File: src/rtl/pending_scoreboard.sv
// Per-register pending-write scoreboard: 2-bit counters for r1..r31 that stall
// dependent or saturating issues until the matching writebacks retire.
module pending_scoreboard (
  input  logic       clk,
  input  logic       rst,
  input  logic       clear,
  input  logic       issue_valid,
  input  logic       issue_wb_en,
  input  logic [4:0] issue_dest,
  input  logic [4:0] src1,
  input  logic [4:0] src2,
  input  logic       isSrc2,
  input  logic       wb_valid,
  input  logic [4:0] wb_dest,
  output logic       freez,
  output logic       issue_ack,
  output logic       pending_any,
  output logic       overflow_err
);

  // Entry 0 is held at zero so r0 operands read as never pending.
  logic [31:0][1:0] cnt_r;
  logic [31:0][1:0] cnt_nxt_s;
  logic             src1_busy_s;
  logic             src2_busy_s;
  logic             dest_sat_s;
  logic             inc_s;
  logic             dec_s;
  logic             underflow_s;
  logic             err_s;
  logic             pending_any_r;
  logic             overflow_err_r;

  // Hazard detection, issue handshake and error detection on current counters
  always_comb begin
    src1_busy_s = (cnt_r[src1] != 2'd0);
    src2_busy_s = isSrc2 && (cnt_r[src2] != 2'd0);
    dest_sat_s  = issue_wb_en && (issue_dest != 5'd0) && (cnt_r[issue_dest] == 2'd3);
    freez       = issue_valid && (src1_busy_s || src2_busy_s || dest_sat_s);
    issue_ack   = issue_valid && !freez && !clear;
    inc_s       = issue_ack && issue_wb_en && (issue_dest != 5'd0);
    dec_s       = wb_valid && (wb_dest != 5'd0);
    // A retire cancelled by a same-cycle issue to the same register is not an underflow.
    underflow_s = dec_s && (cnt_r[wb_dest] == 2'd0) && !(inc_s && (issue_dest == wb_dest));
    if (clear) begin
      err_s = wb_valid;
    end else begin
      err_s = underflow_s;
    end
  end

  // Next-state counters: clear wins, then matched inc/dec cancel
  always_comb begin
    cnt_nxt_s    = cnt_r;
    cnt_nxt_s[0] = 2'd0;
    for (int i = 1; i < 32; i++) begin
      if (clear) begin
        cnt_nxt_s[i] = 2'd0;
      end else if (inc_s && (issue_dest == 5'(i)) && !(dec_s && (wb_dest == 5'(i)))) begin
        cnt_nxt_s[i] = cnt_r[i] + 2'd1;
      end else if (dec_s && (wb_dest == 5'(i)) && !(inc_s && (issue_dest == 5'(i)))
                   && (cnt_r[i] != 2'd0)) begin
        cnt_nxt_s[i] = cnt_r[i] - 2'd1;
      end else begin
        cnt_nxt_s[i] = cnt_r[i];
      end
    end
  end

  // Counter, pending and sticky-error state
  always_ff @(posedge clk or posedge rst) begin
    if (rst) begin
      cnt_r          <= '0;
      pending_any_r  <= 1'b0;
      overflow_err_r <= 1'b0;
    end else begin
      cnt_r          <= cnt_nxt_s;
      pending_any_r  <= |cnt_nxt_s;
      overflow_err_r <= overflow_err_r | err_s;
    end
  end

  assign pending_any  = pending_any_r;
  assign overflow_err = overflow_err_r;

endmodule

File: config.mk
export PLATFORM = sky130hd
export DESIGN_NAME = pending_scoreboard
export DESIGN_NICKNAME = d
export VERILOG_FILES = /design/src/rtl/pending_scoreboard.sv
export SDC_FILE = /design/constraint.sdc
export NUM_CORES = 1
export LEC_CHECK = 0
export CAP_MARGIN = 30
export CORE_MARGIN = 5
export CORE_UTILIZATION = 35
export DETAILED_ROUTE_END_ITERATION = 6
export GPL_ROUTABILITY_DRIVEN = 1
export HOLD_SLACK_MARGIN = 0.06
export REMOVE_ABC_BUFFERS = 1
export SLEW_MARGIN = 25
export SYNTH_ARGS = -nofsm -noshare
export SYNTH_HDL_FRONTEND = slang
export SYNTH_SLANG_ARGS = --single-unit
File: constraint.sdc
create_clock -name clk -period 4.3 [get_ports clk]
set_clock_uncertainty 0.15 [all_clocks]
set_input_delay 0.645 -clock clk [delete_from_list [all_inputs] [get_ports clk]]
set_output_delay 0.645 -clock clk [all_outputs]
set_load 0.05 [all_outputs]
# Word-level counts from Yosys, hierarchy flattened
# Cells that the tools add are included.
# word_totals
regBits	64
inputBits	27
word_cells	537
# classes
addsub	62
n_lt_le_gt_ge	4
eq_ne	64
n_mux	102
n_bitwise	1
n_reduce_logical	271
# ops
operator	count
$mux W2	97
$logic_and A1 B1 Y1	167
$eq A5 B5 Y1 const B	32
$eq A5 B4 Y1 const B	16
$reduce_bool A2 Y1	33
$logic_not A1 Y1	65
$add A2 B1 Y2 const B	31
$reduce_or A62 Y1	1
$sub A2 B1 Y2 const B	31
$bmux W2 S5	4
$eq A5 B3 Y1 const B	8
$lt A5 B6 Y1 const B	4
$eq A5 B2 Y1 const B	4
$eq A5 B1 Y1 const B	2
$reduce_bool A5 Y1	2
$eq A5 B5 Y1	1
$eq A2 B2 Y1 const B	1
$logic_not A2 Y1	1
$logic_or A1 B1 Y1	2
$mux W1	1
$or A1 B1 Y1	1

# Longest topological paths before layout
# depth
ltp_word	20
mapped_depth	15
mapped_depth_nobuf	12

# Worst setup path before layout
# No wires, ideal clock.
# synth_path
path_kind	input -> register
startpoint	in issue_dest[1]
endpoint	reg pending_any_r (netlist: pending_any)
setup_time_ns	0.143
t_arrival_ns	3.984
required_ns	4.007
slack_ns	0.023
cell_stages	13
n_path_buf	1
path_cell_list	buf_2 -> mux2_2 -> a221oi_1 -> o311ai_0 -> a21oi_2 -> a21oi_2 -> or2b_4 -> nor3_2 -> mux2_4 -> or4_1 -> or4b_1 -> nor4_2 -> o2111ai_1
# synth_rtl
item	line	text
from (decl)	9	input logic [4:0] issue_dest,
to (signal assigned)	78	pending_any_r <= |cnt_nxt_s;
to (decl)	31	logic pending_any_r;

==> results.txt <==
via count: 7872
cts hold-fix bufs: 0
IO Port Bufs: 30
leading register cell type out of synthesis: dfrtp_1
TNS Setup: 0 ns
sequential area share after synthesis: 0.2379
# Max-Cap Violations: 0
Unique masters post-synth: 77
Std-Cell Rows: 50
Avg Inst Size Synth: 7.530 sq um
nets: 1130
Crit Path Class: flop to flop
post-synthesis mux area share: 0.1119
total gr overflow: 0
P per Cell Area: 192.6 mW/mm^2
Slew HR: 0.3816
TritonCTS Sinks: 64
LEAKAGE: 3.585 nW
Wirelength per Cell: 21.05 microns
Max Transition Viols Final: 0
main combinational cell family by area after synthesis: simple AND/OR/NAND/NOR gates
IO Count: 31
Via density: 5.892
DRC viols: 0
Worst-Margin Slew: 0.9205 ns
Synth Area in XOR/XNOR: 0.04424
ys async rst share: 1.000
gpl congestion: 1.070
worst reg2reg setup slack: 0.13 ns
Crit. End Element: flop
HPWL after DPL: 21950 microns
vias in the first global route: 7337
Num CTS Buffers: 9
largest net degree at the start of global routing: 45
clk buf depth: 2
antenna diode count: 0
Synth Area in Adders: 0.05762
hold crit path type: flop to flop
Post-DRT Antenna Nets: 0
Hold Path End: overflow_err$_DFF_PP0_
post-synth top area cell: dfrtp_1
Tcrit/Tclk final: 0.9694
Initial Util: 0.3575
RR Endpoint: pending_any$_DFF_PP0_
Final setup viols: 0
Final Util: 0.4863
peak supply drop: 0.2027 mV
die height: 148.7 microns
Placement Cell Area: 0.008448 sq mm
die area: 0.02211 sq mm
HP Start: overflow_err$_DFF_PP0_
total track usage: 0.2487
CTS tree: built
synthesized flop and latch total: 64
hold_ws: 0.3287 ns
share of cells above drive strength 1: 0.2556
Post-Syn Area: 0.006731 sq mm
core area: 0.01883 sq mm
R2R cell count: 12
Pre-antenna DRT Iters: 6
placed cells: 1309
synth top area cells: dfrtp_1 (24%), nor2_1 (8.8%), mux2i_1 (5.9%)
type of origin of the critical path: flop
CP required: 4.36 ns
YS warnings: 0
Hold Violations, Final: 0
wirelength, routed: 28120 microns
Post-synth EDFFs: 0
outcome: finished, final reports clean
1st-iter DRT viols: 1160
Clk Latency, worst-skew pair: 0.35 ns
Finished Layout Cells: 1336
P&R area growth vs syn: 36.04%
worst-path fanout max: 5
cells after synthesis: 894
Hold Path Cell Cnt: 1
Critical Path AT: 4.23 ns
first-pass GRT wire length: 42120 microns
CTS H-tree lvls: 3
initial antenna violation count: 2
Synth Area in Simple Gates: 0.2954
fmax: 239.9 MHz
fin crit period: 4.168 ns
clock root buffer: clkbuf_16
FF-to-FF Start: cnt_r[29]$_DFF_PP0_
post-synth top area share: 0.2379
Die W: 148.7 microns
Reg clk slew, reported paths: 0.06 ns
Synth Area in Compound Gates: 0.1829
Final Instance Area: 0.009158 sq mm
==> repair_timing <==
action | CTS | global route
gates resized for setup | 20 | 60
pin swaps | 5 | 21
cloned | 0 | 4
setup endpoints to repair | 1 | 2
buffers inserted | 4 | 4
==> flip-flops by register name, indices dropped and copies added, names as in the netlist <==
signal        flops
pending_any       1
cnt_r            62
overflow_err      1
==> critical path: stages (launching register included) <==
cell	delay, ns
dfrtp_1	0.47
nor2_1	0.31
mux4_2	0.30
o221ai_1	0.15
a32oi_2	0.26
and4_4	0.26
or2b_4	0.29
nor3_4	0.21
mux2_4	0.32
or4_4	0.41
or4b_4	0.50
nor4_4	0.26
o2111ai_1	0.13
==> placed cells by master, fill, tap and decap left out, types with 16 or more instances in the layout <==
cell             instances
xnor2_1                 31
ha_1                    31
dfrtp_1                 64
inv_1                   72
nand3_1                 29
a211oi_1                31
a21oi_1                 44
o21ai_0                 33
nand2_1                 72
clkdlybuf4s50_1         16
nor2_1                 153
mux2i_1                 39
nor3_1                  36
buf_4                  162
==> logic make-up after synthesis <==
logic type,after synthesis
AO/OA/AOI/OAI,181
XOR/XNOR,34
multiplexers,59
adder cells (fa/ha/maj),31
buffers and inverters,115
flip-flops,64
AND/OR/NAND/NOR,410
==> layer usage <==
layer / wire length (microns) / up-vias / global-route usage
li1: - / 3570 / -
met1: 11400 / 3699 / 0.3353
met2: 12090 / 479 / 0.3794
met3: 3083 / 120 / 0.05545
met4: 1510 / 4 / 0.1145
met5: 27 / - / 0
==> per-stage QoR <==
stage	worst slack, ns	power, mW
global route	-0.01667	1.816
detailed placement	-0.5241	1.005
floorplan	0.06679	0.7716
CTS	-0.009494	1.735
global placement	-0.5368	1.005
finish	0.1317	1.763
==> power by group <==
part	switching, mW	leakage (nW)	internal, mW
clock network	0.297	0.134	0.417
registers	0.00782	0.888	0.607
logic	0.248	2.56	0.186
total	0.553	3.59	1.21
==> how the worst max path moves through the flow <==
stage / from / to / cells after the start
after floorplan: src2[1] / pending_any$_DFF_PP0_ / 12
after global routing: src1[1] / pending_any$_DFF_PP0_ / 14
after CTS: src1[1] / pending_any$_DFF_PP0_ / 18
final: cnt_r[29]$_DFF_PP0_ / pending_any$_DFF_PP0_ / 12
after global placement: issue_dest[0] / pending_any$_DFF_PP0_ / 14
after detailed placement: issue_dest[0] / pending_any$_DFF_PP0_ / 13
==> cell usage after synthesis (3+ instances only) <==
cell and n:
mux4_2 12, nand2_1 73, nand2b_1 8, mux2i_1 40
a221oi_1 3, nor3b_1 7, o31ai_1 8, o21ai_0 35
nor2b_1 13, nor4_2 3, nor4_1 20, o2111ai_1 4
buf_2 9, buf_4 5, a31oi_1 5, and2_1 7
or4_1 5, a211oi_1 31, nor3_1 39, or2_2 8
clkbuf_1 22, o22ai_1 4, ha_1 31, o21a_1 3
o21bai_1 3, o211ai_1 4, xnor2_1 32, nand4_1 8
and3_1 7, a311oi_1 4, inv_1 73, nor4b_1 6
dfrtp_1 64, a21oi_1 44, or3_1 9, buf_1 3
nand3_1 29, mux2_2 6, nor2_1 157
==> layout make-up <==
type | count | area [sq um]
Sequential cell | 64 | 1602
Timing Repair Buffer | 207 | 1748
Tap cell | 260 | 325.3
Fill cell | 1823 | 9673
Clock inverter | 3 | 17.52
Multi-Input combinational cell | 715 | 4925
Inverter | 75 | 284.0
Clock buffer | 12 | 256.5
Power figures use the tool's default switching activity.
==> variant 1, RTL diff (config.mk and constraints unchanged) <==
Put one more register stage on the output `overflow_err`, with the module's reset. The value now appears one clock later. The other outputs are not delayed to match.
--- a/src/rtl/pending_scoreboard.sv
+++ b/src/rtl/pending_scoreboard.sv
@@ -82,5 +82,11 @@
 
   assign pending_any  = pending_any_r;
-  assign overflow_err = overflow_err_r;
+  always_ff @(posedge clk or posedge rst) begin
+    if (rst) begin
+      overflow_err <= '0;
+    end else begin
+      overflow_err <= overflow_err_r;
+    end
+  end
 
 endmodule
Formal check against the unedited RTL: not equivalent (Yosys sat finds a counterexample within 4 cycles, from zero or initial values and one cycle with rst high).
==> variant 1 against the unedited design <==
  * Sequential cell count rose by 1
  * Cell area increased by 5.9%
  * Critical path type is now in -> reg
  * Setup slack got worse by 0.025 ns
  * Wire length rose by 8.7%
  * Core utilization fell by 0.24 points
  * Critical endpoint unchanged
  * Area after synthesis is 4.7% higher
  * Total power grew 3.3%
  * Largest power group unchanged
==> variant 1: results <==
metrics = {
    "run_status": {
        "status": "finished, final reports clean",
    },
    "placed_design": {
        "placed_area_um2": 9040,
        "io_buffers": 30,
        "preCtsSetupSlack_ns": -0.794,
        "dp_hpwl_mm": 24.4,
        "gp_congestion": 1.03,
    },
    "yosys": {
        "ys_warn_count": 0,
        "async_flop_share": 1.00,
        "synth_flop_cell": "dfrtp_1",
        "yosysUniqueCellTypes": 71,
        "ys_seq_area_frac": 0.231,
        "synth_common_cells": "nor2_1, inv_1, nand2_1",
        "ys_top_cells_by_area": "dfrtp_1, nor2_1, mux4_2",
    },
    "drt": {
        "dr.first_iter.drc_count": 970,
        "drt-pass1-iter-count": 5,
        "viasPerCell": 5.82,
        "wl_per_cell_um": 21.7,
        "drc_errors": 0,
    },
    "sta": {
        "relSlewSlack": 0.551,
    },
    "grt": {
        "antenna_found_initial": 1,
        "grt_util_all_layers": 0.256,
        "grt_pass1_vias": 7748,
        "grt_pass1_wl_mm": 46.1,
        "grt_max_degree": 47,
    },
    "layout": {
        "final_common_cell": "buf_4",
        "final_nets": 1193,
        "drive_gt1_frac": 0.268,
        "largest_reg_flops": 62,
        "top_register": "cnt_r",
        "antenna-diode-count": 0,
    },
    "pwr": {
        "switching_power_uw": 579,
        "power.leakage_nw": 4.02,
        "ir_worst_vdd_mv": 0.190,
    },
    "setup_path": {
        "path_max_fanout": 9,
        "critPathMaxStageDelay_ns": 0.53,
        "crit_slowest_cell": "or4bb_1",
        "arrival_ns": 4.26,
    },
    "clock_network": {
        "htree_levels": 3,
        "cts_buffers": 9,
        "clockRootBuffer": "clkbuf_16",
        "insertion_delay_ns": 0.36,
        "cts.clk_slew.worst_paths_ns": 0.06,
        "clockBufferDepth": 2,
    },
    "hold_path": {
        "hold_class": "reg -> reg",
    },
}
[variant 1: final timing paths]
| kind | from | end | slack, ns | depth (start not counted) |
|---|---|---|---|---|
| max | src2[0] | pending_any | 0.11 | 15 |
| min | overflow_err_r | overflow_err | 0.23 | 0 |
| max reg2reg | cnt_r[28] | pending_any | 0.19 | 16 |
| min reg2reg | overflow_err_r | overflow_err | 0.23 | 0 |
| max in group asynchronous | rst | cnt_r[37] | 2.76 | 3 |
| min in group asynchronous | rst | cnt_r[47] | 0.59 | 2 |
[variant 1: area by class of cell]
class | count | area (µm²)
fill | 2024 | 10300
multi-input combinational | 740 | 5160
inverter | 80 | 303
sequential | 65 | 1630
timing repair buffer | 239 | 1970
clock buffer | 9 | 225
clock inverter | 7 | 78.8
tap | 270 | 338
[variant 1: layer usage]
layer	part of all wire	routed length, µm	track usage
met5	0.00043	13	0
met4	0.049	1500	0.114
met3	0.10	3070	0.0603
met2	0.44	13300	0.392
met1	0.41	12700	0.344
[variant 1: cells by family (layout without fill, tap and decap cells)]
family,Yosys count,count (layout),synth area share
flops,65,65,0.231
simple gates,437,437,0.302
buf+inv,124,335,0.0713
compound gates,181,181,0.179
fa+ha+maj,31,31,0.0550
mux,58,58,0.121
xor+xnor,33,33,0.0410
[variant 1: through the flow]
stage	hold WS, ns	instances	setup TNS, ns
6_report	0.228	1410	0
2_1_floorplan	0.196	885	0
3_3_place_gp	0.208	1381	-2.22
5_1_grt	0.245	1410	0
3_5_place_dp	0.213	1381	-2.36
4_1_cts	0.228	1406	0
[variant 1: power groups by stage]
| stage | registers (mW) | logic (mW) | clock network (mW) |
|---|---|---|---|
| CTS | 0.621 | 0.391 | 0.797 |
| global placement | 0.633 | 0.379 | 0 |
| finish | 0.622 | 0.411 | 0.789 |
| floorplan | 0.640 | 0.133 | 0 |
| detailed placement | 0.633 | 0.379 | 0 |
| global route | 0.621 | 0.433 | 0.818 |
[variant 1: repair_timing]
item | 4_1_cts | 5_1_grt
endpoints found under the hold margin | 0 | 0
pin swaps | 11 | 7
gates resized for setup | 33 | 29
cloned | 1 | 1
buffers inserted | 8 | 3
setup endpoints to repair | 3 | 2
[variant 1: worst max-delay path, delay by kind of cell]
family,cells,cell delay [ns]
AO/OA/AOI/OAI,4,0.68
buffers and inverters,3,0.81
AND/OR/NAND/NOR,8,2.11
==> variant 2, RTL diff (config.mk and constraints unchanged) <==
Without the edit above. Reset style: synchronous (`rst`), changed in one clocked block.
--- a/src/rtl/pending_scoreboard.sv
+++ b/src/rtl/pending_scoreboard.sv
@@ -69,5 +69,5 @@
 
   // Counter, pending and sticky-error state
-  always_ff @(posedge clk or posedge rst) begin
+  always_ff @(posedge clk) begin
     if (rst) begin
       cnt_r          <= '0;
Function: changed (a bounded check fails within 4 cycles, from zero or initial values and one cycle with rst high; the reset may be asserted at any time).
==> variant 2 against the unedited design <==
  * Setup slack worse by 0.034 ns
  * Worst hold slack better by 0.0096 ns
  * Wire length is 4.0% higher
  * Cell area is 0.37% lower
  * Register-to-register slack better by 0.06 ns
  * First-iteration DRC count is 22% lower
  * Count of clock-buffer cells in the layout is 3 lower
  * Total power is 2.4% higher
  * Sequential cell count stayed put
  * Area after synthesis is 1.3% higher
  * Largest cell class unchanged
==> variant 2: results <==
metrics = {
    "drt": {
        "wirelength_mm": 29.3,
        "drt-met1-wl_mm": 12.1,
        "viasPerCell": 5.90,
        "dr.first_iter.drc_count": 908,
        "routed-wl-met2_mm": 12.6,
        "wl_met3_mm": 3.05,
    },
    "placed_design": {
        "dp_hpwl_mm": 23.3,
        "gp_congestion": 1.07,
    },
    "yosys": {
        "synth_common_cells": "nor2_1, nand2_1, inv_1",
        "yosysUniqueCellTypes": 78,
        "synth_compound_area_frac": 0.172,
        "synth_xor_area_frac": 0.0411,
        "synth_mux_area_frac": 0.150,
        "yosys.area_share.adder": 0.0569,
        "ys_seq_area_frac": 0.188,
        "ys_top_cells_by_area": "dfxtp_1, nor2_1, mux4_2",
        "async_flop_share": 0,
    },
    "grt": {
        "grt_pass1_vias": 7611,
        "grt_max_degree": 31,
        "grt_util_all_layers": 0.264,
        "grt_pass1_wl_mm": 44.4,
    },
    "sta": {
        "tightest_slew_ns": 1.05,
    },
    "layout": {
        "final_nets": 1140,
        "drive_gt1_frac": 0.250,
    },
    "pwr": {
        "switching_power_uw": 542,
        "ir_worst_vdd_mv": 0.197,
        "power.leakage_nw": 3.45,
        "p_per_area_nw_per_um2": 198,
    },
    "setup_path": {
        "arrival_ns": 4.31,
        "path_max_fanout": 12,
    },
    "run_status": {
        "status": "finished, final reports clean",
    },
}
## variant 2: cell types whose count changed in the layout (fill, tap and decap cells not counted), moves of 15 or more
cell,unedited run,this run
a31oi_1,5,20
dfxtp_1,0,64
dfrtp_1,64,0
a211oi_1,31,7
a21oi_1,44,29
nand4_1,8,29
## variant 2: power groups by stage
stage | Sequential, mW | Clock, mW | Combinational, mW
finish | 0.595 | 0.843 | 0.367
global route | 0.595 | 0.886 | 0.381
CTS | 0.595 | 0.853 | 0.348
detailed placement | 0.609 | 0 | 0.334
global placement | 0.609 | 0 | 0.334
floorplan | 0.612 | 0 | 0.111
## variant 2: worst max-delay path: stages
cell and delay [ns]:
dlygate4sd2_1 0.30, buf_4 0.21, o41ai_1 0.35, a31oi_1 0.07, a221oi_1 0.29, o21ai_2 0.15, buf_4 0.16, a2111oi_4 0.31
buf_4 0.18, a21boi_0 0.07, a31oi_1 0.25, xnor2_2 0.15, a2111o_1 0.40, nor4_4 0.34, nand4_1 0.20, a21o_1 0.21
## variant 2: cell type report
cell class / count / area, µm²
repair buffers: 202 / 1680
flip-flops and latches: 64 / 1280
fillers: 1922 / 10200
multi-input cells: 730 / 5220
clock buffers: 9 / 225
well taps: 265 / 332
clock inverters: 7 / 104
inverters: 75 / 282
## variant 2: worst paths after layout
path | endpoint | cells past startpoint | slack, ns | start
max | pending_any | 16 | 0.1 | src1[0]
max reg2reg | pending_any | 14 | 0.19 | cnt_r[28]
min reg2reg | overflow_err | 2 | 0.34 | overflow_err
min | overflow_err | 2 | 0.34 | overflow_err
## variant 2: what timing repair did
item / CTS / global route
setup buffers: 7 / 2
resized for setup: 30 / 27
setup endpoints to repair: 2 / 2
pin swaps: 11 / 17
## variant 2: per-stage QoR
stage / std cells / hold slack [ns] / instance area (µm²) / setup WS (ns) / util
finish: 1352 / 0.338 / 9120 / 0.0975 / 0.472
CTS: 1350 / 0.340 / 9000 / 0.000983 / 0.465
global route: 1352 / 0.392 / 9120 / 0.0145 / 0.472
detailed placement: 1327 / 0.322 / 8490 / -0.681 / 0.439
global placement: 1327 / 0.313 / 8490 / -0.642 / 0.439
floorplan: 869 / 0.382 / 6580 / 0.0410 / -
## variant 2: cell families after synthesis
group,count (synthesis)
XOR/XNOR,32
buffers and inverters,121
adder cells (fa/ha/maj),31
AND/OR/NAND/NOR,438
AO/OA/AOI/OAI,158
multiplexers,71
flip-flops,64
## variant 2: metal layers
metal  track usage  vias to the layer above
met5             0                        -
met4         0.112                        4
met3        0.0594                       96
met2         0.409                      453
met1         0.353                     3768
li1              -                     3659
